[config.mk]
export PLATFORM = sky130hd
export DESIGN_NAME = baud_rate_ctrl
export DESIGN_NICKNAME = d
export VERILOG_FILES = /design/src/rtl/baud_pkg.sv /design/src/rtl/baud_frac_acc.sv /design/src/rtl/baud_rate_ctrl.sv
export SDC_FILE = /design/constraint.sdc
export NUM_CORES = 1
export LEC_CHECK = 0
export BUFFER_PORTS_ARGS = -buffer_cell sky130_fd_sc_hd__buf_2
export CAP_MARGIN = 20
export CORE_UTILIZATION = 50
export CTS_CLUSTER_SIZE = 8
export DETAILED_ROUTE_END_ITERATION = 10
export PLACE_DENSITY = 0.7
export SETUP_SLACK_MARGIN = 0.5
export SYNTH_ARGS = -nofsm -noshare
export SYNTH_HDL_FRONTEND = slang
export SYNTH_SLANG_ARGS = --single-unit
export TNS_END_PERCENT = 10
[constraint.sdc]
create_clock -name clk -period 4 [get_ports clk]
set_input_delay 0.4 -clock clk [delete_from_list [all_inputs] [get_ports clk]]
set_output_delay 0.4 -clock clk [all_outputs]
set_load 0.02 [all_outputs]
[src/rtl/baud_pkg.sv]
// Purpose : shared types and constants for the UART baud tick controller.
// Latency : n/a (package only).
// Backpressure: n/a (package only).
package baud_pkg;

    // IDLE: dividers held cleared; RUN: ticking; PEND: accepted divisor waits for wrap
    typedef enum logic [1:0] {
        IDLE = 2'd0,
        RUN  = 2'd1,
        PEND = 2'd2
    } state_t;

    // Smallest divisor that still yields a one-cycle-low gap between s_ticks
    localparam int MIN_DVSR = 2;

    // 100 MHz clk, 19200 baud, 16x oversample
    localparam int DEF_OVS  = 16;
    localparam int DEF_DVSR = 326;

endpackage

[src/rtl/baud_frac_acc.sv]
// Purpose : 4-bit fractional phase accumulator; a carry-out stretches the next s_tick period by one clk.
// Latency : stretch updates the cycle after each adv pulse.
// Backpressure: none; adv is a free-running tick, clr has priority.
//
// Ports:
//   clk, reset_n : clock, async active-low reset
//   clr          : synchronous clear (controller not running)
//   adv          : add frac to the accumulator (one per s_tick)
//   frac         : fractional increment, sixteenths of a clk
//   stretch      : high while the current period must be one clk longer
module baud_frac_acc (
    input  logic       clk,
    input  logic       reset_n,
    input  logic       clr,
    input  logic       adv,
    input  logic [3:0] frac,
    output logic       stretch
);

    logic [3:0] acc_q;
    logic [3:0] acc_d;
    logic       stretch_q;
    logic       stretch_d;
    logic [4:0] sum;

    always_comb begin
        sum       = {1'b0, acc_q} + {1'b0, frac};
        acc_d     = acc_q;
        stretch_d = stretch_q;
        if (clr) begin
            acc_d     = 4'd0;
            stretch_d = 1'b0;
        end else if (adv) begin
            acc_d     = sum[3:0];
            // carry decides the length of the period that starts now
            stretch_d = sum[4];
        end
    end

    always_ff @(posedge clk or negedge reset_n) begin
        if (!reset_n) begin
            acc_q     <= 4'd0;
            stretch_q <= 1'b0;
        end else begin
            acc_q     <= acc_d;
            stretch_q <= stretch_d;
        end
    end

    assign stretch = stretch_q;

endmodule

[src/rtl/baud_rate_ctrl.sv]
// Purpose : UART baud tick generator (16x s_tick, 1x bit_tick) with divisor updates on tick boundaries.
// Latency : first s_tick dvsr_q cycles after en sampled high; cfg_err 1 cycle; dvsr_q update 1 cycle (IDLE) / <= dvsr_q (RUN).
// Backpressure: cfg_ready low while an accepted divisor is pending; divisors < 2 complete but are dropped with cfg_err.
//
// Ports:
//   clk, reset_n        : clock, async active-low reset
//   en                  : run enable, low holds dividers cleared
//   cfg_valid/cfg_ready : divisor handshake, cfg_dvsr = clk cycles per s_tick
//   cfg_frac            : fractional sixteenths (only with BAUD_FRAC_EN defined)
//   cfg_err             : one-cycle pulse for a rejected divisor
//   s_tick, bit_tick    : one-cycle tick outputs
//   dvsr_q              : divisor currently in effect
// Optional feature macro: BAUD_FRAC_EN (fractional divisor via baud_frac_acc).
module baud_rate_ctrl
    import baud_pkg::*;
#(
    parameter int DVSR_W       = 16,
    parameter int DEFAULT_DVSR = DEF_DVSR,
    parameter int OVS          = DEF_OVS
) (
    input  logic              clk,
    input  logic              reset_n,
    input  logic              en,
    input  logic              cfg_valid,
    input  logic [DVSR_W-1:0] cfg_dvsr,
`ifdef BAUD_FRAC_EN
    input  logic [3:0]        cfg_frac,
`endif
    output logic              cfg_ready,
    output logic              cfg_err,
    output logic              s_tick,
    output logic              bit_tick,
    output logic [DVSR_W-1:0] dvsr_q
);

    localparam int                OCNT_W   = (OVS > 1) ? $clog2(OVS) : 1;
    localparam logic [DVSR_W-1:0] DVSR_RST = DVSR_W'(DEFAULT_DVSR);
    localparam logic [DVSR_W-1:0] DVSR_MIN = DVSR_W'(MIN_DVSR);
    localparam logic [DVSR_W-1:0] DVSR_ONE = DVSR_W'(1);
    localparam logic [OCNT_W-1:0] OCNT_MAX = OCNT_W'(OVS - 1);
    localparam logic [OCNT_W-1:0] OCNT_ONE = OCNT_W'(1);

    state_t            state_q, state_d;
    logic [DVSR_W-1:0] cnt_q, cnt_d;
    logic [DVSR_W-1:0] dvsr_d;
    logic [DVSR_W-1:0] pend_q, pend_d;
    logic [OCNT_W-1:0] ocnt_q, ocnt_d;
    logic              s_tick_q, s_tick_d;
    logic              bit_tick_q, bit_tick_d;
    logic              cfg_err_q, cfg_err_d;

    logic              running;
    logic              wrap;
    logic              xfer;
    logic              dvsr_ok;
    logic              stretch;
    logic [DVSR_W-1:0] cnt_lim;
    logic              load_now;    // offered divisor takes effect next cycle
    logic              load_pend;   // offered divisor parked until the next wrap
    logic              apply_pend;  // parked divisor takes effect next cycle

    // Dividers only count once the FSM has left IDLE; the IDLE->RUN cycle leaves cnt at 0,
    // which is what makes the first s_tick land exactly dvsr_q cycles after en.
    assign running   = (state_q != IDLE) && en;
    assign cnt_lim   = stretch ? dvsr_q : (dvsr_q - DVSR_ONE);
    assign wrap      = running && (cnt_q == cnt_lim);
    assign cfg_ready = (state_q != PEND);
    assign xfer      = cfg_valid && cfg_ready;
    assign dvsr_ok   = (cfg_dvsr >= DVSR_MIN);

    always_comb begin
        state_d    = state_q;
        load_now   = 1'b0;
        load_pend  = 1'b0;
        apply_pend = 1'b0;
        case (state_q)
            IDLE: begin
                load_now = xfer && dvsr_ok;
                if (en) begin
                    state_d = RUN;
                end
            end
            RUN: begin
                if (!en) begin
                    // no boundary to wait for once stopped, so apply straight away
                    load_now = xfer && dvsr_ok;
                    state_d  = IDLE;
                end else if (xfer && dvsr_ok) begin
                    load_pend = 1'b1;
                    state_d   = PEND;
                end
            end
            PEND: begin
                if (!en) begin
                    apply_pend = 1'b1;
                    state_d    = IDLE;
                end else if (wrap) begin
                    apply_pend = 1'b1;
                    state_d    = RUN;
                end
            end
            default: begin
                state_d = IDLE;
            end
        endcase
    end

    always_comb begin
        cfg_err_d  = xfer && !dvsr_ok;
        dvsr_d     = load_now ? cfg_dvsr : (apply_pend ? pend_q : dvsr_q);
        pend_d     = load_pend ? cfg_dvsr : pend_q;
        s_tick_d   = wrap;
        bit_tick_d = wrap && (ocnt_q == OCNT_MAX);
        cnt_d      = '0;
        ocnt_d     = '0;
        if (running) begin
            cnt_d  = wrap ? '0 : (cnt_q + DVSR_ONE);
            ocnt_d = ocnt_q;
            if (wrap) begin
                ocnt_d = (ocnt_q == OCNT_MAX) ? '0 : (ocnt_q + OCNT_ONE);
            end
        end
    end

    always_ff @(posedge clk or negedge reset_n) begin
        if (!reset_n) begin
            state_q    <= IDLE;
            cnt_q      <= '0;
            ocnt_q     <= '0;
            dvsr_q     <= DVSR_RST;
            pend_q     <= DVSR_RST;
            s_tick_q   <= 1'b0;
            bit_tick_q <= 1'b0;
            cfg_err_q  <= 1'b0;
        end else begin
            state_q    <= state_d;
            cnt_q      <= cnt_d;
            ocnt_q     <= ocnt_d;
            dvsr_q     <= dvsr_d;
            pend_q     <= pend_d;
            s_tick_q   <= s_tick_d;
            bit_tick_q <= bit_tick_d;
            cfg_err_q  <= cfg_err_d;
        end
    end

`ifdef BAUD_FRAC_EN
    // Fraction travels with its divisor through the same immediate/pending path.
    logic [3:0] frac_q, frac_d;
    logic [3:0] pend_frac_q, pend_frac_d;

    always_comb begin
        frac_d      = load_now ? cfg_frac : (apply_pend ? pend_frac_q : frac_q);
        pend_frac_d = load_pend ? cfg_frac : pend_frac_q;
    end

    always_ff @(posedge clk or negedge reset_n) begin
        if (!reset_n) begin
            frac_q      <= 4'd0;
            pend_frac_q <= 4'd0;
        end else begin
            frac_q      <= frac_d;
            pend_frac_q <= pend_frac_d;
        end
    end

    baud_frac_acc u_frac_acc (
        .clk     (clk),
        .reset_n (reset_n),
        .clr     (!running),
        .adv     (s_tick_d),
        .frac    (frac_q),
        .stretch (stretch)
    );
`else
    assign stretch = 1'b0;
`endif

    assign s_tick   = s_tick_q;
    assign bit_tick = bit_tick_q;
    assign cfg_err  = cfg_err_q;

endmodule

## Word level (Yosys, flattened, before mapping)

Cells that the tools add are included.

| word-level totals | value |
|---|---|
| output and inout port bits | 20 |
| input bits | 20 |
| flip-flop bits (word level) | 57 |

| cells by class | value |
|---|---|
| reduce and logical (&&, ||, !) cells | 11 |
| mux-type cells | 21 |
| order comparisons | 1 |
| equal/unequal tests | 9 |
| $add $sub $neg | 3 |

Operator list:

| operator | count |
|---|---|
| 16-bit 2-to-1 mux | 4 |
| 16-bit by 1-bit adder with 16-bit output, second input constant | 1 |
| 16-bit == test | 1 |
| 16-bit by 2-bit greater-or-equal comparator with 1-bit output, second input constant | 1 |
| 16-bit by 1-bit subtractor with 16-bit output, second input constant | 1 |
| 4-bit 2-to-1 mux | 3 |
| 2-bit 2-to-1 mux | 5 |
| 1-bit 2-to-1 mux | 7 |
| 1-bit logical AND | 6 |
| 2-bit != test, second input constant | 3 |
| 3-bit != test, second input constant | 2 |
| 2-bit one-hot mux with 3 select lines | 1 |
| 4-bit by 1-bit adder with 4-bit output, second input constant | 1 |
| 4-bit == test, second input constant | 1 |
| 2-bit nonzero test | 2 |
| 3-bit AND reduction | 1 |
| 2-bit by 1-bit == test with 1-bit output, second input constant | 1 |
| 2-bit == test, second input constant | 1 |
| 2-bit zero test | 1 |
| 1-bit one-hot mux with 2 select lines | 1 |
| 1-bit zero test | 1 |

## Logic depth before layout (Yosys ltp)

Gate-level depths: netlist (run 1).

| depth | value |
|---|---|
| depth after elaboration | 8 |
| mapped depth | 11 |
| depth with buffers taken out | 9 |

## Least setup slack after synthesis (run 1)

Ideal clock, no wire load.

| timing path | value |
|---|---|
| path type | register to register |
| from | register dvsr_q[5] |
| to | register dvsr_q[11] |
| data arrival time | 2.934 ns |
| stages on the path, launching flop included | 11 |
| required time | 3.877 ns |
| library setup time | 0.123 ns |
| slack | 0.943 ns |
| cell sequence | dfrtp_1 buf_2 nor4_1 nand2_1 a2111o_1 a32oi_1 nand4_1 or2_1 buf_6 buf_6 o221a_1 |

| between the ends | value |
|---|---|
| cells in the longest elaborated chain, start to end | 7 |

Ends and longest elaborated chain:

| what | line | text |
|---|---|---|
| from (decl) | baud_rate_ctrl.sv:33 | `output logic [DVSR_W-1:0] dvsr_q` |
| from (signal assigned) | baud_rate_ctrl.sv:139 | `dvsr_q <= dvsr_d;` |
| 16-bit by 1-bit subtractor with 16-bit output | baud_rate_ctrl.sv:65 | `assign cnt_lim = stretch ? dvsr_q : (dvsr_q - DVSR_ONE);` |
| 16-bit == test | baud_rate_ctrl.sv:66 | `assign wrap = running && (cnt_q == cnt_lim);` |
| 1-bit logical AND | baud_rate_ctrl.sv:66 |  |
| 1-bit 2-to-1 mux | baud_rate_ctrl.sv:97 | `end else if (wrap) begin` |
| 1-bit 2-to-1 mux | baud_rate_ctrl.sv:94 | `if (!en) begin` |
| 1-bit 2-to-1 mux | baud_rate_ctrl.sv:76 | `case (state_q)` |
| 2-bit nonzero test (no source line) | - |  |

No other way between the ends.
A chain may end at the register's enable or synchronous reset.

## Worst setup path in the final report (run 1)

| timing path | value |
|---|---|
| from | register dvsr_q[0] |
| to | register dvsr_q[4] |

The elaborated chain is that of the path after synthesis.

==> results of run 1 <==
-- cell type report --
type | count | share of cell area
clock inverters | 5 | 0.0214
multi-input cells | 257 | 0.464
well taps | 77 | 0.0257
flip-flops and latches | 57 | 0.384
inverters | 6 | 0.00602
repair buffers | 44 | 0.0642
clock buffers | 11 | 0.0351
-- metal layers --
layer / routed length, µm / share of wire / up-vias
met5: 0 / 0 / -
met4: 146 / 0.019 / 0
met3: 273 / 0.036 / 14
met2: 3650 / 0.49 / 68
met1: 3450 / 0.46 / 1358
li1: - / - / 1323
-- worst max-delay path by stage --
| stage | cells after the start | from | end | slack (ns) |
|---|---|---|---|---|
| floorplan | 10 | dvsr_q[5]$_DFFE_PN0P_ | dvsr_q[11]$_DFFE_PN0P_ | 0.94 |
| finish | 10 | dvsr_q[0]$_DFFE_PN0P_ | dvsr_q[4]$_DFFE_PN0P_ | 0.76 |
| global route | 10 | dvsr_q[0]$_DFFE_PN0P_ | dvsr_q[0]$_DFFE_PN0P_ | 0.55 |
| global placement | 10 | dvsr_q[0]$_DFFE_PN0P_ | dvsr_q[4]$_DFFE_PN0P_ | 0.75 |
| CTS | 10 | dvsr_q[0]$_DFFE_PN0P_ | dvsr_q[4]$_DFFE_PN0P_ | 0.67 |
| detailed placement | 10 | dvsr_q[0]$_DFFE_PN0P_ | dvsr_q[3]$_DFFE_PN0P_ | 0.67 |
-- metrics by stage --
step	power [mW]	util	setup WS [ns]	instance area, µm²	hold slack, ns
after global routing	1.87	0.589	0.546	3740	0.126
final	1.77	0.589	0.758	3740	0.0952
after floorplan	1.07	-	0.943	3300	0.104
after global placement	1.18	0.553	0.750	3510	0.461
after detailed placement	1.20	0.553	0.669	3510	0.473
after CTS	1.78	0.586	0.665	3720	0.103
-- state kept, by name, indices dropped and copies added (netlist names) --
register,count
s_tick,1
cfg_err,1
bit_tick,1
dvsr_q,16
state_q,2
pend_q,16
cnt_q,16
ocnt_q,4
-- synthesized netlist by cell type, drive strengths merged (2+ instances only) --
master   n
dfrtp   49
o21ai   36
nand2   28
nor2    25
or3     21
xnor2   18
clkbuf  16
mux2    16
o221a   16
xor2    15
nand3   11
dfstp    8
a21oi    7
nor4     7
and3     6
buf      6
inv      6
nor3     6
nand4    4
ha       3
o211ai   3
o21a     3
or4      3
a211oi   2
a21boi   2
a311oi   2
a31o     2
a31oi    2
nor2b    2
nor4b    2
or3b     2
-- where the power goes --
part | switching [mW] | internal (mW) | total [mW]
registers | 0.109 | 0.668 | 0.777
clock network | 0.227 | 0.350 | 0.577
logic | 0.221 | 0.198 | 0.419
-- cells by family (layout without fill, tap and decap cells) --
family / Yosys count / in the layout
xor+xnor: 33 / 33
simple gates: 122 / 122
buf+inv: 28 / 66
fa+ha+maj: 3 / 3
mux: 17 / 17
compound gates: 82 / 82
flops: 57 / 57
==> out/metrics.cfg, run 1 <==
[status]
status = finished clean

[die]
die_height_um = 83.2
die_x_um = 83.2
dieArea_mm2 = 0.00693
core_area_mm2 = 0.00635
top_level_port_count = 40
floorplan.initialDensity = 0.520
row_cnt = 29

[critical_path]
critical_path.startpoint_type = flip-flop
critPathMaxFanout = 16
regToRegSetupSlack_ns = 0.76
crit_chain = inv_1 > ha_1 > or3b_2 > nor3_1 > xnor2_1 > a2111oi_1 > nand4_1 > buf_4 > or2_2 > o221a_2
critPathArrivalTime_ns = 3.45
endpoint_class_of_the_critical_path = flip-flop
timing.critical_path.buf_inv = 2
largest_stage_delay_on_the_critical_path_ns = 0.51
cp.required_ns = 4.21
crit-reg2reg-capture = dvsr_q[4]$_DFFE_PN0P_
timing.reg2reg.worst_path_depth = 10
worst_setup_path_type = flip-flop to flip-flop
critPathTopFamily = simple AND/OR/NAND/NOR gates
worst_path_max_delay_cell = or3b_2
regToRegStartpoint = dvsr_q[0]$_DFFE_PN0P_

[finish]
layout_filler_cell_count = 552
areaGrowthSynthToFinish_pct = 13.4
post_layout_nonfiller_instances = 457
share_of_cells_above_drive_strength_1 = 0.250
n_antenna_cell = 0
multi_input_comb_area_mm2 = 0.00174
design.final.nets = 398
final-seq-area_mm2 = 0.00144
mostFrequentLayoutCells = 49 x dfrtp_1, 39 x buf_2, 35 x o21ai_0, 28 x nand2_1, 25 x nor2_1
mostFrequentLayoutCell = dfrtp_1

[synthesis]
yosys_most_used_dff = dfrtp_1
synth.yosys.warnings = 0
netlist_top_cells_area = dfrtp_1 37%, dfstp_2 6.4%, mux2_2 5.5%
xor_and_xnor_area_share_after_synthesis = 0.0876
synth.largest_area_cell = dfrtp_1
yosys.area.top_type_share = 0.372
ys_async_sr_fraction = 1.00
synth_top_family_by_area = simple AND/OR/NAND/NOR gates
synth_enable_flop_cells = 0
synth-compound-area-share = 0.176
post_synthesis_cells = 342
syn_nets = 365
synthSimpleGateAreaFrac = 0.190
synth-seq-area-share = 0.435
number_of_distinct_standard_cells_referenced_by_the_synthesized_netlist = 47
synthesis.area_per_instance_um2 = 9.65
share_of_synthesized_cell_area_in_full_adder_half_adder_and_majority_cells = 0.0114
ys_seq_elements = 57
post_synth_mux_area_share = 0.0576
post_synth_instance_area_mm2 = 0.00330

[pwr]
total_power_divided_by_cell_area_mw_per_mm2 = 474
worst_ir_drop_on_vdd_mv = 0.305
leakage_power_nw = 1.53

[route]
vias = 2763
drt_first_pass_iters = 5
post_drt_wl_per_cell_um = 16.4
remaining_drc_errors = 0
route.final.wire_length_um = 7520
postRouteAntennaNets = 0
first_iter_violations = 144
drt-vias-per-instance = 6.05

[grt]
globalRouteMet3Util = 0.0467
grt_usage = 0.238
antenna_found_initial = 0
grt_util_met1 = 0.303
grt_overflow = 0
maximum_number_of_pins_on_one_net_before_global_route_repair = 33
grt_most_used_layer = met2
grt_pass1_wl_um = 13000
first_global_vias = 2717
grt_util_met2 = 0.381

[clock_tree]
post_cts_resized = 0
cts_tree = built
clk_latency_ns = 0.33
clock_sinks = 57
post-cts-setup-buffers = 0
clockRootBuffer = clkbuf_8
clkTransAtPathRegs_ns = 0.07
cts_max_level = 3
cts_made_buffers = 9
cts_hold_buffers = 0
cts_max_path_buffers = 2

[sta]
rsz0062_at_grt = no
drv_slew = 0
max_freq_ghz = 0.308
hold_viol_final = 0
tns_ns = 0
worst-slew-pin-transition_ns = 0.817
period_minus_slack_ns = 3.24
clock_skew_ns = 0.00900
max-slew-margin-rel = 0.455
share_of_the_clock_period_used_by_the_worst_path_after_layout = 0.810
setup_failing_eps_final = 0

[placement]
place.detailed.instances = 440
hpwlAfterDp_um = 5140
placer_congestion = 0.841
place.port_buffers = 39

[worst_hold_path]
worstHoldPathType = input pin to async pin

[flow_run]
maxCapViolations = 0

Note: power is estimated with default switching activity, not from simulation.
==> run 2, diff against run 1 <==
ABC_AREA = 1   (was not set)
clock period = 3 ns   (was 4 ns; I/O delays follow)
==> run 2 against run 1 <==
Net effect:
- the flow now finishes with violations (design-rule violations)
- register-to-register slack got worse by 0.03 ns
- total power rose by 67%
- sequential share of layout area fell by 1.4 points
- via count rose by 9.5%
- routed wire length rose by 2.0%
- clock skew barely moved
- core utilization rose by 1.2 points
- die area rose by 2.7%
- sequential power rose by 49%
- final cell count rose by 29%
- first-iteration DRC count rose by 9.7%
- critical endpoint is now dvsr_q[1]$_DFFE_PN1P_
==> out/metrics.cfg, run 2 <==
[route]
vias = 3025
drt-vias-per-instance = 5.13
route.final.wire_length_um = 7670
drt_first_pass_iters = 8
postRouteAntennaNets = 0
first_iter_violations = 158
post_drt_wl_per_cell_um = 13.0
remaining_drc_errors = 2

[synthesis]
syn_nets = 486
number_of_distinct_standard_cells_referenced_by_the_synthesized_netlist = 34
ys_async_sr_fraction = 1.00
post_synth_instance_area_mm2 = 0.00339
ys_seq_elements = 57
synth-seq-area-share = 0.424
synthesis.area_per_instance_um2 = 7.32
synth_enable_flop_cells = 0
yosys_most_used_dff = dfrtp_1
synth.yosys.warnings = 0
synthTopCellsByCount = 132 x nand2_1, 55 x nor2_1, 49 x dfrtp_1
post_synthesis_cells = 463
yosys.area.top_type_share = 0.362
yosysMostFrequentCell = nand2_1
synth.largest_area_cell = dfrtp_1
netlist_top_cells_area = dfrtp_1 36%, nand2_1 15%, dfstp_2 6.2%

[finish]
multi_input_comb_area_mm2 = 0.00175
n_antenna_cell = 0
final-seq-area_mm2 = 0.00144
share_of_cells_above_drive_strength_1 = 0.189
finish.utilization = 0.601
mostFrequentLayoutCells = 132 x nand2_1, 55 x nor2_1, 49 x dfrtp_1, 48 x inv_1, 39 x buf_2
design.final.nets = 531
registers_with_the_most_flip_flops = cnt_q: 16 flops, dvsr_q: 16 flops, pend_q: 16 flops
areaGrowthSynthToFinish_pct = 14.5
layout_filler_cell_count = 617
mostFrequentLayoutCell = nand2_1
post-route-cell-area_mm2 = 0.00388

[sta]
rsz0062_at_grt = yes
tns_ns = 0
drv_slew = 0
share_of_the_clock_period_used_by_the_worst_path_after_layout = 0.758
hold_viol_final = 0
max_freq_ghz = 0.440
worst-slew-pin-transition_ns = 0.907
max-slew-margin-rel = 0.396
period_minus_slack_ns = 2.27
setup_failing_eps_final = 0
clock_skew_ns = 0.00934

[critical_path]
crit_top_cell = nand2_1
worst_path_max_delay_cell = dfrtp_1
regToRegSetupSlack_ns = 0.73
crit_chain = inv_1 > ha_4 > nand2_1 > nor2_1 > nand3_1 > nand3_1 > nand2_1 > nor2_1 > nand2_1 > nor2_2 > nand3_2 > nand2_2 > nand2_4 > nand2_4 > nand2_1 > nand2_1
critical_path.startpoint_type = flip-flop
regToRegStartpoint = dvsr_q[0]$_DFFE_PN0P_
timing.critical_path.from = dvsr_q[0]$_DFFE_PN0P_
cp.required_ns = 3.30
critPathArrivalTime_ns = 2.57
worst_setup_path_type = flip-flop to flip-flop
largest_stage_delay_on_the_critical_path_ns = 0.41
critPathMaxFanout = 18
endpoint_class_of_the_critical_path = flip-flop

[die]
floorplan.initialDensity = 0.525
top_level_port_count = 40
die_height_um = 84.4
core_area_mm2 = 0.00646
dieArea_mm2 = 0.00711
row_cnt = 29
die_x_um = 84.4

[grt]
first_global_vias = 2897
maximum_number_of_pins_on_one_net_before_global_route_repair = 42
antenna_found_initial = 0
grt_pass1_wl_um = 13200
grt_usage = 0.238
grt_overflow = 0

[clock_tree]
cts_max_level = 3
cts_tree = built
cts_made_buffers = 9
clockRootBuffer = clkbuf_8
cts_max_path_buffers = 2
clk_latency_ns = 0.35
clkTransAtPathRegs_ns = 0.07
clock_sinks = 57

[worst_hold_path]
worstHoldPathType = input pin to async pin

[pwr]
finalPower_mw = 2.95
leakage_power_nw = 1.94
worst_ir_drop_on_vdd_mv = 0.372
total_power_divided_by_cell_area_mw_per_mm2 = 761

[status]
status = complete, but fails checks
violations = design-rule violations

[flow_run]
maxCapViolations = 0

[placement]
place.port_buffers = 39
placer_congestion = 0.854
place_area_mm2 = 0.00366
hpwlAfterDp_um = 5600

## run 2: final cells by class
cell class,count,share of cell area
Sequential cell,57,0.370
Clock inverter,4,0.00709
Inverter,51,0.0493
Tap cell,77,0.0248
Multi-Input combinational cell,346,0.451
Timing Repair Buffer,43,0.0580
Clock buffer,12,0.0400
## run 2: cell families after synthesis
group	after synthesis	synth area share
buf+inv	61	0.0716
xor+xnor	17	0.0461
fa+ha+maj	3	0.0111
simple gates	273	0.367
compound gates	52	0.0804
flops	57	0.424
## run 2: worst paths after layout
| kind | to | cells past startpoint |
|---|---|---|
| min in group clk | cfg_err$_DFF_PN0_ | 3 |
| worst max register to register | dvsr_q[1]$_DFFE_PN1P_ | 16 |
| worst min-delay path | cnt_q[0]$_DFF_PN0_ | 1 |
| max in group asynchronous | cnt_q[5]$_DFF_PN0_ | 2 |
| worst max-delay path | dvsr_q[1]$_DFFE_PN1P_ | 16 |
| worst min register to register | pend_q[1]$_DFFE_PN1P_ | 2 |
## run 2: stage by stage
stage	hold WS (ns)	setup WS (ns)	cells
3_3_place_gp	0.455	0.751	573
2_1_floorplan	0.00441	0.776	463
6_report	0.0784	0.727	590
3_5_place_dp	0.463	0.693	573
5_1_grt	0.170	0.491	590
4_1_cts	0.116	0.643	589
## run 2: routing by layer
| metal | vias up | track usage | routed length [µm] | part of all wire |
|---|---|---|---|---|
| met2 | 71 | 0.397 | 3690 | 0.48 |
| met4 | 0 | 0.0955 | 111 | 0.014 |
| met5 | - | 0 | 0 | 0 |
| met3 | 10 | 0.0541 | 347 | 0.045 |
| li1 | 1564 | - | - | - |
| met1 | 1380 | 0.303 | 3520 | 0.46 |
## run 2: critical path: cells and delay by family, from the launching register on
family | cells | cell delay (ns)
adders and majority gates | 1 | 0.19
buffers and inverters | 1 | 0.16
DFF | 1 | 0.41
and+or+nand+nor | 14 | 1.46
## run 2: power breakdown
part	switching, mW	internal (mW)
Clock	0.329	0.343
Combinational	0.720	0.405
Sequential	0.189	0.969
## run 2: repair_timing
action                     in CTS  in global routing
buffers inserted                0                  0
hold buffers                    0                  0
setup endpoints to repair       0                 23
resized for setup               0                  4
